**src/rtl/wash_phase_timer.sv**
```systemverilog
// Phase timer for the washing machine: infers wash/spin from motor/drain and raises the matching timeout.
// Optional macro WASH_TIMER_PAUSE_EN adds a door_close input that freezes counting while the door is open.
module wash_phase_timer #(
    parameter int PRESCALE   = 10,
    parameter int WASH_TICKS = 6,
    parameter int SPIN_TICKS = 4,
    parameter int CNT_W      = 8
) (
    input  logic             clk,
    input  logic             reset,
    input  logic             motor_on,
    input  logic             drain_value_on,
`ifdef WASH_TIMER_PAUSE_EN
    input  logic             door_close,
`endif
    output logic             cycle_timeout,
    output logic             spin_timeout,
    output logic [CNT_W-1:0] remaining,
    output logic [1:0]       phase
);

    localparam int PW = $clog2(PRESCALE + 1);
    localparam logic [PW-1:0]    PRE_MAX   = PW'(PRESCALE - 1);
    localparam logic [CNT_W-1:0] WASH_LOAD = CNT_W'(WASH_TICKS);
    localparam logic [CNT_W-1:0] SPIN_LOAD = CNT_W'(SPIN_TICKS);

    typedef enum logic [2:0] {
        S_IDLE,
        S_WASH,
        S_WASH_DONE,
        S_SPIN,
        S_SPIN_DONE
    } state_t;

    state_t          state_reg;
    logic [PW-1:0]   prescale_reg;
    logic            wash_req;
    logic            spin_req;
    logic            run_en;
    logic            in_wash;
    logic            in_spin;

    assign wash_req = motor_on & ~drain_value_on;
    assign spin_req = motor_on &  drain_value_on;
    assign in_wash  = (state_reg == S_WASH) || (state_reg == S_WASH_DONE);
    assign in_spin  = (state_reg == S_SPIN) || (state_reg == S_SPIN_DONE);

`ifdef WASH_TIMER_PAUSE_EN
    assign run_en = door_close;
`else
    assign run_en = 1'b1;
`endif

    always_ff @(posedge clk) begin
        if (reset) begin
            state_reg     <= S_IDLE;
            prescale_reg  <= '0;
            remaining     <= '0;
            cycle_timeout <= 1'b0;
            spin_timeout  <= 1'b0;
            phase         <= 2'b00;
        end else if (!motor_on) begin
            // Motor off aborts any phase without a timeout.
            state_reg     <= S_IDLE;
            prescale_reg  <= '0;
            remaining     <= '0;
            cycle_timeout <= 1'b0;
            spin_timeout  <= 1'b0;
            phase         <= 2'b00;
        end else if (wash_req && !in_wash) begin
            state_reg     <= S_WASH;
            prescale_reg  <= '0;
            remaining     <= WASH_LOAD;
            cycle_timeout <= 1'b0;
            spin_timeout  <= 1'b0;
            phase         <= 2'b01;
        end else if (spin_req && !in_spin) begin
            state_reg     <= S_SPIN;
            prescale_reg  <= '0;
            remaining     <= SPIN_LOAD;
            cycle_timeout <= 1'b0;
            spin_timeout  <= 1'b0;
            phase         <= 2'b10;
        end else if ((state_reg == S_WASH || state_reg == S_SPIN) && run_en) begin
            if (prescale_reg == PRE_MAX) begin
                prescale_reg <= '0;
                if (remaining <= CNT_W'(1)) begin
                    // Last tick: expire on this edge so latency is exactly TICKS*PRESCALE.
                    remaining <= '0;
                    phase     <= 2'b11;
                    if (state_reg == S_WASH) begin
                        state_reg     <= S_WASH_DONE;
                        cycle_timeout <= 1'b1;
                    end else begin
                        state_reg    <= S_SPIN_DONE;
                        spin_timeout <= 1'b1;
                    end
                end else begin
                    remaining <= remaining - CNT_W'(1);
                end
            end else begin
                prescale_reg <= prescale_reg + PW'(1);
            end
        end
    end

endmodule

```
**config.mk**
```make
export PLATFORM = sky130hd
export DESIGN_NAME = wash_phase_timer
export DESIGN_NICKNAME = d
export VERILOG_FILES = /design/src/rtl/wash_phase_timer.sv
export SDC_FILE = /design/constraint.sdc
export NUM_CORES = 1
export LEC_CHECK = 0
export ABC_CLOCK_PERIOD_IN_PS = 4000
export CORE_MARGIN = 3
export CORE_UTILIZATION = 55
export CTS_CLUSTER_DIAMETER = 100
export DETAILED_ROUTE_END_ITERATION = 12
export GPL_TIMING_DRIVEN = 0
export PLACE_DENSITY_LB_ADDON = 0.05
export RECOVER_POWER = 25
export SLEW_MARGIN = 20
export SYNTH_ARGS = -nofsm -noshare
export SYNTH_HDL_FRONTEND = slang
export SYNTH_SLANG_ARGS = --single-unit
export TNS_END_PERCENT = 10
```
**constraint.sdc**
```tcl
create_clock -name clk -period 4 [get_ports clk]
set_input_delay 0.6 -clock clk [delete_from_list [all_inputs] [get_ports clk]]
set_output_delay 0.6 -clock clk [all_outputs]
set_load 0.05 [all_outputs]
```
==> results.md <==
- First-pass GRT wire length: about 3.5 mm
- Die H: just under 50 um
- Postcts setup bufs: 0
- Die X: 48.50 um
- Setup violators final: 0
- CTS tree: done
- Setup CP Type: register to output pin
- Via count: 902
- DRC viols: 0
- Critical-path cell list: clkdlybuf4s50_1
- GR Layer Usage met1: a little under a quarter
- Largest net degree at the start of global routing: 11
- Compound-gate portion of the synthesized area: roughly 16%
- Max-cap viol count: 0
- Fill cells: roughly 130
- DR vias/cell: around 5.7
- Layout Nets: about 140
- Fin. Hold Viols: 0
- Status: finished, final reports clean
- CP startpoint kind: register
- CP max stage cell: clkdlybuf4s50_1
- Simple-gate share of the synthesized area: 30.73%
- Buffers added on ports: 15
- Clk root buf: clkbuf_4
- ANT cells: 0
- Mean Syn Cell Area: 8.564 um2
- Rel. slew slack: between 60% and 70%
- Flop-to-flop setup slack: around 2.1 ns
- Resize count post-CTS: 0
- Pwr Density: about 270 nW/um2
- WL/cell: 12.88 um
- Multi-input logic area: roughly 550 um2
- Share of cells above drive strength 1: between 8 and 9%
- Commonest non-fill, non-tap cells in the layout: dfxtp_1, clkdlybuf4s50_1, nor2_1, nor3_1, a21oi_1
- Pre-CTS WS: around 1.7 ns
- CTS Buf Count: 3
- CP endpoint kind: output pin
- Clk_skew: around 0.009 ns
- Seq/Total Area, Yosys: 38.29%
- Min-Delay Endpoint: spin_timeout$_SDFFE_PP0P_
- Htree depth: 1
- Placed cell count: about 160
- Count of antenna-violating nets left after detailed routing: 0
- Synth warn: 0
- CTS hold repair buffers: 0
- DRT Pass-1 Iters: 4
- Lkg Pwr: around 0.45 nW
- Vias in the first global route: slightly above 800
- R2R Path Start: remaining[3]$_SDFFE_PP0P_
- Core ar.: 1594 um2
- Worst Path Arrival: 1.62 ns
- Total grt overflow: 0
- Total GRT Usage: 18.90%
- GR Layer Usage met3: ~4.9%
- Final period utilization: between 50% and 60%
- Max FFs per register: 8
- CP bufs+invs: 1
- Clk slew on worst S/H paths: between 0.1 and 0.15 ns
- Routability Congestion: 0.7733
- Largest family of logic cells by synthesized area: simple AND/OR/NAND/NOR gates
- Number of synthesized register bits: 19
- I/O pins: 16
- Largest delay share family, worst path: buffers and inverters
- Total power: between 0.0003 and 0.0004 W
- Library cells used by synthesis: 35
- GR peak layer: met2
- Setup TNS: 0 ns
- Clock latency on the worst-skew pair: between 0.3 and 0.4 ns
- Crit path time final: around 2.2 ns
- Syn_nets: around 120
- Hold WS: around 0.46 ns
- Adder-cell share of the synthesized area: 2.519%
- DIE AREA: ~2400 um2
- Effective utilization at floorplan: a little over 60%
- F_max: roughly 0.45 GHz
- Worst VDD drop: approximately 0.23 mV
- Worst hold start: spin_timeout$_SDFFE_PP0P_
- Critical Path RT: 3.40 ns
- Final WL: roughly 2.0 mm
- Post-synthesis mux area share: 0%
- Met2 Use GR: roughly 31%
- Slew Limit Fails: 0
- Post-synthesis xor/xnor area fraction: around 7%
- Worst Hold Depth: 2
- Worst Max-Slew Pin Slew: between 0.5 and 0.6 ns
- Post-DP HPWL: roughly 1.5 mm
- Post-route worst setup slack: approximately 1.8 ns
- Syn Inst Count: approximately 120
- Max Buffers Root-to-Sink: 2
- Finished Layout Cells: 159
- R2r endpoint: remaining[6]$_SDFFE_PP0P_
- RSZ-0062 raised after global routing: no
- Hold/Removal Path Class: register to register
- Mapped Area: 993.5 um2
- Clock sink count: 19
- Worst stage delay on the critical path: 0.85 ns
- Cell Rows: 14
- Sequential cell area: approximately 380 um2
- Most common cell after layout, fill and taps aside: dfxtp_1
- Area grow syn2layout: 19.90%
- Crit Path Max Fanout: 7
- Initial antenna violation count: 0
- Initial DRC Count: 14
- Worst Reg-to-Reg Cells: 4
[layout make-up]
type                       count  area share (%)
buffer                         4           2.101
multi-input combinational     86           46.43
inverter                       7           2.206
clock buffer                   4           2.206
timing repair buffer          15           12.61
sequential                    19           31.93
tap                           24           2.521
[logic make-up (layout without fill, tap and decap cells)]
kind of cell	count (synthesis)	after routing
AOI/OAI and AO/OA	25	25
DFF	19	19
and+or+nand+nor	51	51
adders and majority gates	2	2
xor gates and xnor gates	8	8
buffers and inverters	11	30
[through the flow]
step / utilization, % / instance area, um2
global placement: 73.63 / 1174
CTS: 75.27 / 1200
finish: 74.73 / 1191
floorplan: - / 993.5
detailed placement: 73.63 / 1174
global route: 74.73 / 1191
[worst max-delay path by stage]
stage,slack [ns],start,cells after the start,to
6_report,1.78,remaining[2]$_SDFFE_PP0P_,1,remaining[2]
3_3_place_gp,1.72,drain_value_on,6,remaining[6]$_SDFFE_PP0P_
4_1_cts,1.79,remaining[2]$_SDFFE_PP0P_,1,remaining[2]
5_1_grt,1.71,remaining[2]$_SDFFE_PP0P_,1,remaining[2]
2_1_floorplan,2.03,remaining[0]$_SDFFE_PP0P_,5,remaining[2]$_SDFFE_PP0P_
3_5_place_dp,1.67,drain_value_on,6,remaining[6]$_SDFFE_PP0P_
[layer usage]
| metal | wire length, um | share of wire [%] | up-vias |
|---|---|---|---|
| li1 | - | - | 452 |
| met5 | 0 | 0 | - |
| met2 | 1002 | 49 | 31 |
| met4 | 33 | 1.6 | 0 |
| met1 | 868 | 42 | 414 |
| met3 | 144 | 7.0 | 5 |
[Yosys cell counts]
| cell type | number | area (um2) |
|---|---|---|
| dfxtp_1 | 19 | 380.4 |
| nor3_1 | 11 | 55.05 |
| nor2_1 | 10 | 37.54 |
| a21oi_1 | 9 | 45.04 |
| inv_1 | 7 | 26.28 |
| xor2_1 | 7 | 61.31 |
| nand2b_1 | 5 | 31.28 |
| nand2_1 | 4 | 15.01 |
| nand4_1 | 4 | 25.02 |
| nand3_1 | 3 | 15.01 |
| nor2b_1 | 3 | 18.77 |
| o21ai_0 | 3 | 15.01 |
| o31a_1 | 3 | 26.28 |
| a31oi_1 | 2 | 12.51 |
| buf_2 | 2 | 10.01 |
| buf_4 | 2 | 15.01 |
| ha_1 | 2 | 25.02 |
| o21ai_1 | 2 | 10.01 |
| or4_1 | 2 | 15.01 |
| a21o_1 | 1 | 7.510 |
| a22o_1 | 1 | 8.760 |
| and3_1 | 1 | 6.260 |
| and3b_1 | 1 | 8.760 |
| nand2_2 | 1 | 6.260 |
| nand3b_4 | 1 | 20.02 |
| nor2_2 | 1 | 6.260 |
| nor3b_1 | 1 | 7.510 |
| nor3b_4 | 1 | 18.77 |
| nor4_1 | 1 | 6.260 |
| nor4_2 | 1 | 12.51 |
| o211a_1 | 1 | 10.01 |
| o211ai_1 | 1 | 7.510 |
| o22ai_1 | 1 | 6.260 |
| o31ai_2 | 1 | 12.51 |
| xnor2_1 | 1 | 8.760 |
[report_power, final]
part | internal [W] | total, W | leakage, nW | switching [W]
logic | 0.0000131 | 0.0000336 | 0.284 | 0.0000205
registers | 0.000191 | 0.000193 | 0.154 | 0.00000179
clock network | 0.0000390 | 0.0000986 | 0.0150 | 0.0000596
Power figures use the tool's default switching activity.
